--- src/rtl/id_pkg.sv ---
// ============================================================================
//  Module      : id_pkg
//  Description : Shared definitions for the id_ctrl decode/sequencer slice:
//                sequencer state encoding, RV32 opcode values and the bit
//                positions of the instruction fields.
//                Optional feature macro: ILLEGAL_TRAP_EN (adds S_HALT).
//  Revision    : 1.0 - initial release
// ============================================================================
`default_nettype none

package id_pkg;

    // Sequencer states. S_HALT only exists when illegal-opcode trapping is built in.
`ifdef ILLEGAL_TRAP_EN
    typedef enum logic [2:0] {
        S_IDLE   = 3'd0,
        S_FETCH  = 3'd1,
        S_DECODE = 3'd2,
        S_ISSUE  = 3'd3,
        S_WB     = 3'd4,
        S_HALT   = 3'd5
    } state_t;
`else
    typedef enum logic [2:0] {
        S_IDLE   = 3'd0,
        S_FETCH  = 3'd1,
        S_DECODE = 3'd2,
        S_ISSUE  = 3'd3,
        S_WB     = 3'd4
    } state_t;
`endif

    // RV32 base opcodes recognised by the decoder
    localparam logic [6:0] OP_R     = 7'b0110011;
    localparam logic [6:0] OP_I     = 7'b0010011;
    localparam logic [6:0] OP_LOAD  = 7'b0000011;
    localparam logic [6:0] OP_JALR  = 7'b1100111;
    localparam logic [6:0] OP_S     = 7'b0100011;
    localparam logic [6:0] OP_B     = 7'b1100011;
    localparam logic [6:0] OP_LUI   = 7'b0110111;
    localparam logic [6:0] OP_AUIPC = 7'b0010111;
    localparam logic [6:0] OP_JAL   = 7'b1101111;

    // Least-significant bit of each instruction field
    localparam int OPCODE_LSB = 0;
    localparam int RD_LSB     = 7;
    localparam int FUNCT3_LSB = 12;
    localparam int RS1_LSB    = 15;
    localparam int RS2_LSB    = 20;
    localparam int FUNCT7_LSB = 25;

    // True for every opcode the decoder knows how to form an immediate for,
    // plus the register-register form (which has no immediate).
    function automatic logic is_known_opcode(input logic [6:0] op);
        logic known;
        known = 1'b0;
        case (op)
            OP_R, OP_I, OP_LOAD, OP_JALR, OP_S,
            OP_B, OP_LUI, OP_AUIPC, OP_JAL: known = 1'b1;
            default:                        known = 1'b0;
        endcase
        return known;
    endfunction

endpackage

`default_nettype wire

--- src/rtl/id_ctrl_regfile.sv ---
// ============================================================================
//  Module      : id_ctrl_regfile
//  Description : REG_NUM x DATA_W architectural register file. Two
//                combinational read ports, one synchronous write port.
//                x0 is not stored: it always reads zero and ignores writes.
//  Revision    : 1.0 - initial release
// ============================================================================
`default_nettype none

module id_ctrl_regfile #(
    parameter int REG_NUM = 32,
    parameter int DATA_W  = 32,
    parameter int AW      = 5
) (
    input  logic              clk,
    input  logic              rst_n,
    input  logic [AW-1:0]     i_raddr_a,
    output logic [DATA_W-1:0] o_rdata_a,
    input  logic [AW-1:0]     i_raddr_b,
    output logic [DATA_W-1:0] o_rdata_b,
    input  logic              i_we,
    input  logic [AW-1:0]     i_waddr,
    input  logic [DATA_W-1:0] i_wdata
);

    logic [DATA_W-1:0] w_mem [REG_NUM];

    // x0 has no storage; it is a constant zero
    assign w_mem[0] = '0;

    for (genvar gi = 1; gi < REG_NUM; gi++) begin : g_reg
        logic [DATA_W-1:0] r_q;

        // One architectural register: cleared by reset, loaded on a matching write
        always_ff @(posedge clk or negedge rst_n) begin
            if (!rst_n) begin
                r_q <= '0;
            end else if (i_we && (i_waddr == AW'(gi))) begin
                r_q <= i_wdata;
            end
        end

        assign w_mem[gi] = r_q;
    end

    // Out-of-range addresses (non power-of-two REG_NUM) read as zero
    assign o_rdata_a = (32'(i_raddr_a) < REG_NUM) ? w_mem[i_raddr_a] : '0;
    assign o_rdata_b = (32'(i_raddr_b) < REG_NUM) ? w_mem[i_raddr_b] : '0;

endmodule

`default_nettype wire

--- src/rtl/id_ctrl.sv ---
// ============================================================================
//  Module      : id_ctrl
//  Description : Decode stage and multi-cycle sequencer. Strobes the fetch
//                stage (IR_Write/PC_Write), decodes the latched RV32
//                instruction, reads operands into A/B, issues to execute with
//                a valid/ready handshake and performs register write-back.
//                Optional feature macro: ILLEGAL_TRAP_EN - unknown opcodes
//                raise the sticky illegal flag and halt until reset.
//  Revision    : 1.0 - initial release
// ============================================================================
`default_nettype none

module id_ctrl
    import id_pkg::*;
#(
    parameter int REG_NUM = 32,
    parameter int DATA_W  = 32
) (
    input  logic              clk,
    input  logic              rst_n,
    input  logic [31:0]       inst,
    output logic              IR_Write,
    output logic              PC_Write,
    output logic              id_valid,
    input  logic              ex_ready,
    output logic [6:0]        opcode,
    output logic [2:0]        funct3,
    output logic [6:0]        funct7,
    output logic [4:0]        rd,
    output logic [DATA_W-1:0] A,
    output logic [DATA_W-1:0] B,
    output logic [DATA_W-1:0] imm,
    input  logic              wb_valid,
    input  logic              wb_en,
    input  logic [DATA_W-1:0] wb_data,
    output logic              illegal
);

    localparam int AW = (REG_NUM > 1) ? $clog2(REG_NUM) : 1;

    state_t            r_state;
    state_t            w_next;

    logic              r_ir_write;
    logic              r_pc_write;
    logic              r_id_valid;
    logic [6:0]        r_opcode;
    logic [2:0]        r_funct3;
    logic [6:0]        r_funct7;
    logic [4:0]        r_rd;
    logic [DATA_W-1:0] r_a;
    logic [DATA_W-1:0] r_b;
    logic [DATA_W-1:0] r_imm;

    logic [6:0]        w_op;
    logic [31:0]       w_imm;
    logic [DATA_W-1:0] w_rdata_a;
    logic [DATA_W-1:0] w_rdata_b;
    logic              w_we;

    assign w_op = inst[OPCODE_LSB +: 7];

    // Sequencer state register
    always_ff @(posedge clk or negedge rst_n) begin
        if (!rst_n) begin
            r_state <= S_IDLE;
        end else begin
            r_state <= w_next;
        end
    end

    // Next-state logic; handshake inputs only matter in their own state
    always_comb begin
        w_next = r_state;
        case (r_state)
            S_IDLE:   w_next = S_FETCH;
            S_FETCH:  w_next = S_DECODE;
            S_DECODE: begin
`ifdef ILLEGAL_TRAP_EN
                if (!is_known_opcode(w_op)) begin
                    w_next = S_HALT;
                end else begin
                    w_next = S_ISSUE;
                end
`else
                w_next = S_ISSUE;
`endif
            end
            S_ISSUE:  if (ex_ready) w_next = S_WB;
            S_WB:     if (wb_valid) w_next = S_FETCH;
`ifdef ILLEGAL_TRAP_EN
            S_HALT:   w_next = S_HALT;
`endif
            default:  w_next = S_IDLE;
        endcase
    end

    // Immediate generation by instruction format; R-type and unknown give zero
    always_comb begin
        w_imm = 32'd0;
        case (w_op)
            OP_I, OP_LOAD, OP_JALR:
                w_imm = {{20{inst[31]}}, inst[31:20]};
            OP_S:
                w_imm = {{20{inst[31]}}, inst[31:25], inst[11:7]};
            OP_B:
                w_imm = {{19{inst[31]}}, inst[31], inst[7], inst[30:25], inst[11:8], 1'b0};
            OP_LUI, OP_AUIPC:
                w_imm = {inst[31:12], 12'd0};
            OP_JAL:
                w_imm = {{11{inst[31]}}, inst[31], inst[19:12], inst[20], inst[30:21], 1'b0};
            default:
                w_imm = 32'd0;
        endcase
    end

    // Strobes are registered from the next state so they are glitch-free and
    // line up exactly with the FETCH / ISSUE cycles
    always_ff @(posedge clk or negedge rst_n) begin
        if (!rst_n) begin
            r_ir_write <= 1'b0;
            r_pc_write <= 1'b0;
            r_id_valid <= 1'b0;
        end else begin
            r_ir_write <= (w_next == S_FETCH);
            r_pc_write <= (w_next == S_FETCH);
            r_id_valid <= (w_next == S_ISSUE);
        end
    end

    // Field and operand latches: loaded once in DECODE, held through ISSUE/WB
    always_ff @(posedge clk or negedge rst_n) begin
        if (!rst_n) begin
            r_opcode <= '0;
            r_funct3 <= '0;
            r_funct7 <= '0;
            r_rd     <= '0;
            r_a      <= '0;
            r_b      <= '0;
            r_imm    <= '0;
        end else if (r_state == S_DECODE) begin
            r_opcode <= w_op;
            r_funct3 <= inst[FUNCT3_LSB +: 3];
            r_funct7 <= inst[FUNCT7_LSB +: 7];
            r_rd     <= inst[RD_LSB +: 5];
            r_a      <= w_rdata_a;
            r_b      <= w_rdata_b;
            r_imm    <= DATA_W'(w_imm);
        end
    end

    // Write-back only from S_WB; the register file also masks x0
    assign w_we = (r_state == S_WB) && wb_valid && wb_en && (r_rd != 5'd0);

    id_ctrl_regfile #(
        .REG_NUM (REG_NUM),
        .DATA_W  (DATA_W),
        .AW      (AW)
    ) u_regfile (
        .clk       (clk),
        .rst_n     (rst_n),
        .i_raddr_a (inst[RS1_LSB +: AW]),
        .o_rdata_a (w_rdata_a),
        .i_raddr_b (inst[RS2_LSB +: AW]),
        .o_rdata_b (w_rdata_b),
        .i_we      (w_we),
        .i_waddr   (r_rd[AW-1:0]),
        .i_wdata   (wb_data)
    );

`ifdef ILLEGAL_TRAP_EN
    logic r_illegal;

    // Sticky illegal-opcode flag, cleared only by reset
    always_ff @(posedge clk or negedge rst_n) begin
        if (!rst_n) begin
            r_illegal <= 1'b0;
        end else if ((r_state == S_DECODE) && (w_next == S_HALT)) begin
            r_illegal <= 1'b1;
        end
    end

    assign illegal = r_illegal;
`else
    assign illegal = 1'b0;
`endif

    assign IR_Write = r_ir_write;
    assign PC_Write = r_pc_write;
    assign id_valid = r_id_valid;
    assign opcode   = r_opcode;
    assign funct3   = r_funct3;
    assign funct7   = r_funct7;
    assign rd       = r_rd;
    assign A        = r_a;
    assign B        = r_b;
    assign imm      = r_imm;

endmodule

`default_nettype wire

--- config.mk ---
export PLATFORM = sky130hd
export DESIGN_NAME = id_ctrl
export DESIGN_NICKNAME = d
export VERILOG_FILES = /design/src/rtl/id_pkg.sv /design/src/rtl/id_ctrl_regfile.sv /design/src/rtl/id_ctrl.sv
export SDC_FILE = /design/constraint.sdc
export NUM_CORES = 2
export LEC_CHECK = 0
export CAP_MARGIN = 20
export CORE_ASPECT_RATIO = 0.6
export CORE_MARGIN = 2
export CORE_UTILIZATION = 45
export CTS_BUF_LIST = sky130_fd_sc_hd__clkbuf_16
export CTS_CLUSTER_SIZE = 10
export DETAILED_ROUTE_END_ITERATION = 12
export SYNTH_ARGS = -nofsm -noshare
export SYNTH_HDL_FRONTEND = slang
export SYNTH_SLANG_ARGS = --single-unit
--- constraint.sdc ---
create_clock -name clk -period 5.7 [get_ports clk]
set_input_delay 0.855 -clock clk [delete_from_list [all_inputs] [get_ports clk]]
set_output_delay 0.855 -clock clk [all_outputs]
set_load 0.05 [all_outputs]
==> flow_summary_export.csv <==
group,metric,value,unit
setup_path,rr_startpoint,"r_state[0]",
clocking,clockBufferDepth,3,
layout,n_fill_cell,10600,
synthesis,synth_edf_count,0,
layout,seqCellArea,27900,µm²
routing,avgViaCountPerCell,6.53,
die,io_pins,191,
pwr,p_per_area,329,nW/µm²
timing,rsz0062_at_grt,"false",
clocking,numCtsBuffers,131,
pwr,irDropWorstVdd,0.320,mV
global_routing,grt_max_degree,134,
placement,hpwlAfterDp,116000,µm
clocking,clock_sinks,1115,
routing,vias,37300,
clocking,h-tree-depth,4,
pwr,p_leak,29.6,nW
timing,relSlewSlack,21.3,%
clocking,cts_setup_buffers,0,
timing,drv_slew,0,
layout,synthToLayoutAreaGrowth,13.4,%
layout,final_core_util,51.5,%
die,rows,101,
synthesis,ys_ff_latch,1115,
setup_path,r2r_slack,2.49,ns
setup_path,worstSetupPathType,"in2reg",
synthesis,yosys.area.top_type_share,48.5,%
placement,portBuffers,189,
placement,post-place-ws,1.56,ns
die,die_y,281,µm
timing,final-setup-viol-count,0,
routing,drtAntennaViolNets,0,
die,die_area,131000,µm²
synthesis,async_reset_ff_share,100,%
routing,routedWlPerCell,32.7,µm
clocking,cts_tree,"built",
timing,fin_skew,0.0288,ns
routing,dr.pass1.iters,7,
synthesis,syn_area,57500,µm²
clocking,holdBufCountCts,0,
synthesis,synth.area.top_cells,"dfrtp_1 (49%), mux2_2 (20%), mux4_2 (17%), mux2i_1 (2.5%), buf_2 (1.5%)",
die,die_width,465,µm
setup_path,cp_slowest_cell,"nor2_4",
setup_path,cp.arrival,3.92,ns
hold_path,hold_path.class,"in2async",
global_routing,grt_pass1_wl,272000,µm
timing,period_needed,3.28,ns
setup_path,path_delay_family,"simple AND/OR/NAND/NOR gates",
timing,min_period_over_period,57.5,%
synthesis,syn_inst,3947,
setup_path,cpPeakStageDelay,0.76,ns
synthesis,yosys_warnings,0,
die,start_util,45.4,%
die,core,127000,µm²
timing,fmax,0.305,GHz
clocking,cts.clk_slew.worst_paths,0.05,ns
timing,setup_tns,0,ns
run_status,outcome,"complete, no violations",
synthesis,avgSynthCellArea,14.6,µm²
global_routing,grt_remaining_overflow,0,
clocking,cts_resized,0,
layout,fin_nets,4054,
layout,multiInputGateArea,27900,µm²
setup_path,r2r_end,"u_regfile.g_reg[9].r_q[3]",
setup_path,crit_path_cell_trace,"clkdlybuf4s50_1 > and4bb_1 > and3b_1 > nand3b_1 > nor2_4 > buf_4 > mux2_2",
pwr,power.total,0.0215,W
global_routing,antenna_found_initial,12,
clocking,root_buffer,"clkbuf_16",
global_routing,grt_use_total,28.7,%
placement,gp_congestion,0.834,
clocking,clock_latency,0.77,ns
setup_path,crit_buf_inv,2,
synthesis,ys.flop_type,"dfrtp_1",
setup_path,crit_path_end_kind,"flip-flop",
timing,worst_pin_slew,1.18,ns
setup_path,path_max_fanout,14,
routing,drt_iter0_markers,3775,
timing,hold_violations,0,
setup_path,worst_ep_required_time,6.34,ns
synthesis,ys_seq_area_share,48.5,%
timing,setup_slack,2.42,ns
flow_run,cap_violations,0,
setup_path,cp-start-kind,"primary input",
routing,drc,0,
setup_path,r2r_cells,6,
routing,wl,187000,µm
layout,drive_gt1_share,44.8,%
synthesis,syn_nets,4016,
synthesis,ys_types,52,
global_routing,grt_pass1_vias,36900,
synthesis,yosys.area.top_type,"dfrtp_1",
## final cells by class
| cell class | instances | area share [%] |
|---|---|---|
| clock buffer | 135 | 5.18 |
| multi-input combinational | 2419 | 42.8 |
| inverter | 4 | 0.0230 |
| timing repair buffer | 314 | 5.55 |
| antenna | 6 | 0.0230 |
| tap | 1699 | 3.26 |
| sequential | 1115 | 42.8 |
| clock inverter | 21 | 0.334 |
## sequential cells by signal, summed over array words and instances (netlist names), 3 cells and up
register         cells
B                   32
u_regfile.g.r_q    992
r_state              3
opcode               7
rd                   5
A                   32
funct7               7
funct3               3
imm                 32
## logic make-up (layout without fill, tap and decap cells)
family,count (synthesis),in the layout,synth area share [%]
AO/OA/AOI/OAI,409,409,5.10
multiplexers,1639,1639,40.2
buffers and inverters,413,474,3.25
other,1,7,0.00652
AND/OR/NAND/NOR,370,370,2.93
flip-flops,1115,1115,48.5
## where the power goes
group | leakage [nW] | total, W | internal [W] | switching [W]
logic | 12.4 | 0.00474 | 0.00171 | 0.00303
registers | 15.4 | 0.00913 | 0.00857 | 0.000561
clock network | 1.78 | 0.00761 | 0.00429 | 0.00332
total | 29.6 | 0.0215 | 0.0146 | 0.00691
## cells in the final DEF (no fill, tap or decap), types with 16 or more instances in the layout
master | Yosys | final
a31oi_1 | 36 | 36
dfrtp_1 | 1115 | 1115
buf_12 | 0 | 35
a22o_1 | 25 | 25
a211oi_1 | 29 | 29
mux2_2 | 1040 | 1040
clkbuf_16 | 0 | 137
nand2_1 | 167 | 166
a221oi_1 | 24 | 24
o211ai_1 | 16 | 16
a21oi_1 | 55 | 55
buf_4 | 25 | 71
nor2_4 | 4 | 31
mux4_2 | 427 | 427
nor3_1 | 38 | 37
o21ai_0 | 23 | 23
o21bai_1 | 16 | 16
a221o_1 | 18 | 18
nor2_1 | 81 | 62
mux2i_1 | 144 | 144
clkdlybuf4s50_1 | 0 | 178
a32o_1 | 36 | 36
o22ai_1 | 82 | 82
mux2_1 | 28 | 28
a22oi_1 | 39 | 39
nor2b_1 | 20 | 17
## through the flow
step / cells / cell area, µm² / hold WS, ns
global placement: 5529 / 61100 / 0.460
finish: 5713 / 65200 / 0.119
detailed placement: 5540 / 61300 / 0.463
floorplan: 3947 / 57500 / 0.470
global route: 5709 / 65200 / 0.150
CTS: 5696 / 64900 / 0.101
## worst max-delay path by stage
stage	startpoint	end	slack (ns)	depth (start not counted)
final	wb_valid	u_regfile.g_reg[9].r_q[3]	2.42	7
after global routing	wb_valid	u_regfile.g_reg[9].r_q[20]	2.37	7
after CTS	wb_valid	u_regfile.g_reg[7].r_q[7]	2.37	7
after detailed placement	wb_valid	u_regfile.g_reg[7].r_q[23]	1.56	7
after global placement	wb_valid	u_regfile.g_reg[7].r_q[9]	1.68	7
after floorplan	inst[15]	A[10]	3.05	7
## synth_stat cells (all sizes together), types with 4 or more instances
library cell	instances
dfrtp	1115
mux2	1068
mux4	427
buf	255
nand2	167
clkbuf	154
mux2i	144
nor2	93
o22ai	82
a21oi	55
a22oi	39
nor3	38
a31oi	36
a32o	36
a211oi	29
a22o	25
a221oi	24
o21ai	24
nor2b	20
a221o	18
o211ai	16
o21bai	16
nand2b	15
nand3	12
inv	4
nand3b	4
or2	4
## layer usage
metal  global-route usage, %  part of all wire [%]
met1                    43.9                    46
met2                    40.2                    42
met3                    7.07                   9.1
met4                    8.43                   2.6
met5                       0                 0.029
## worst register-to-register path: cells and delay by family, from the launching register on
kind	cells	cell delay (ns)
buffers and inverters	1	0.48
flip-flops	1	0.45
multiplexers	1	0.40
AND/OR/NAND/NOR	4	1.76
Note: power is estimated with default switching activity, not from simulation.
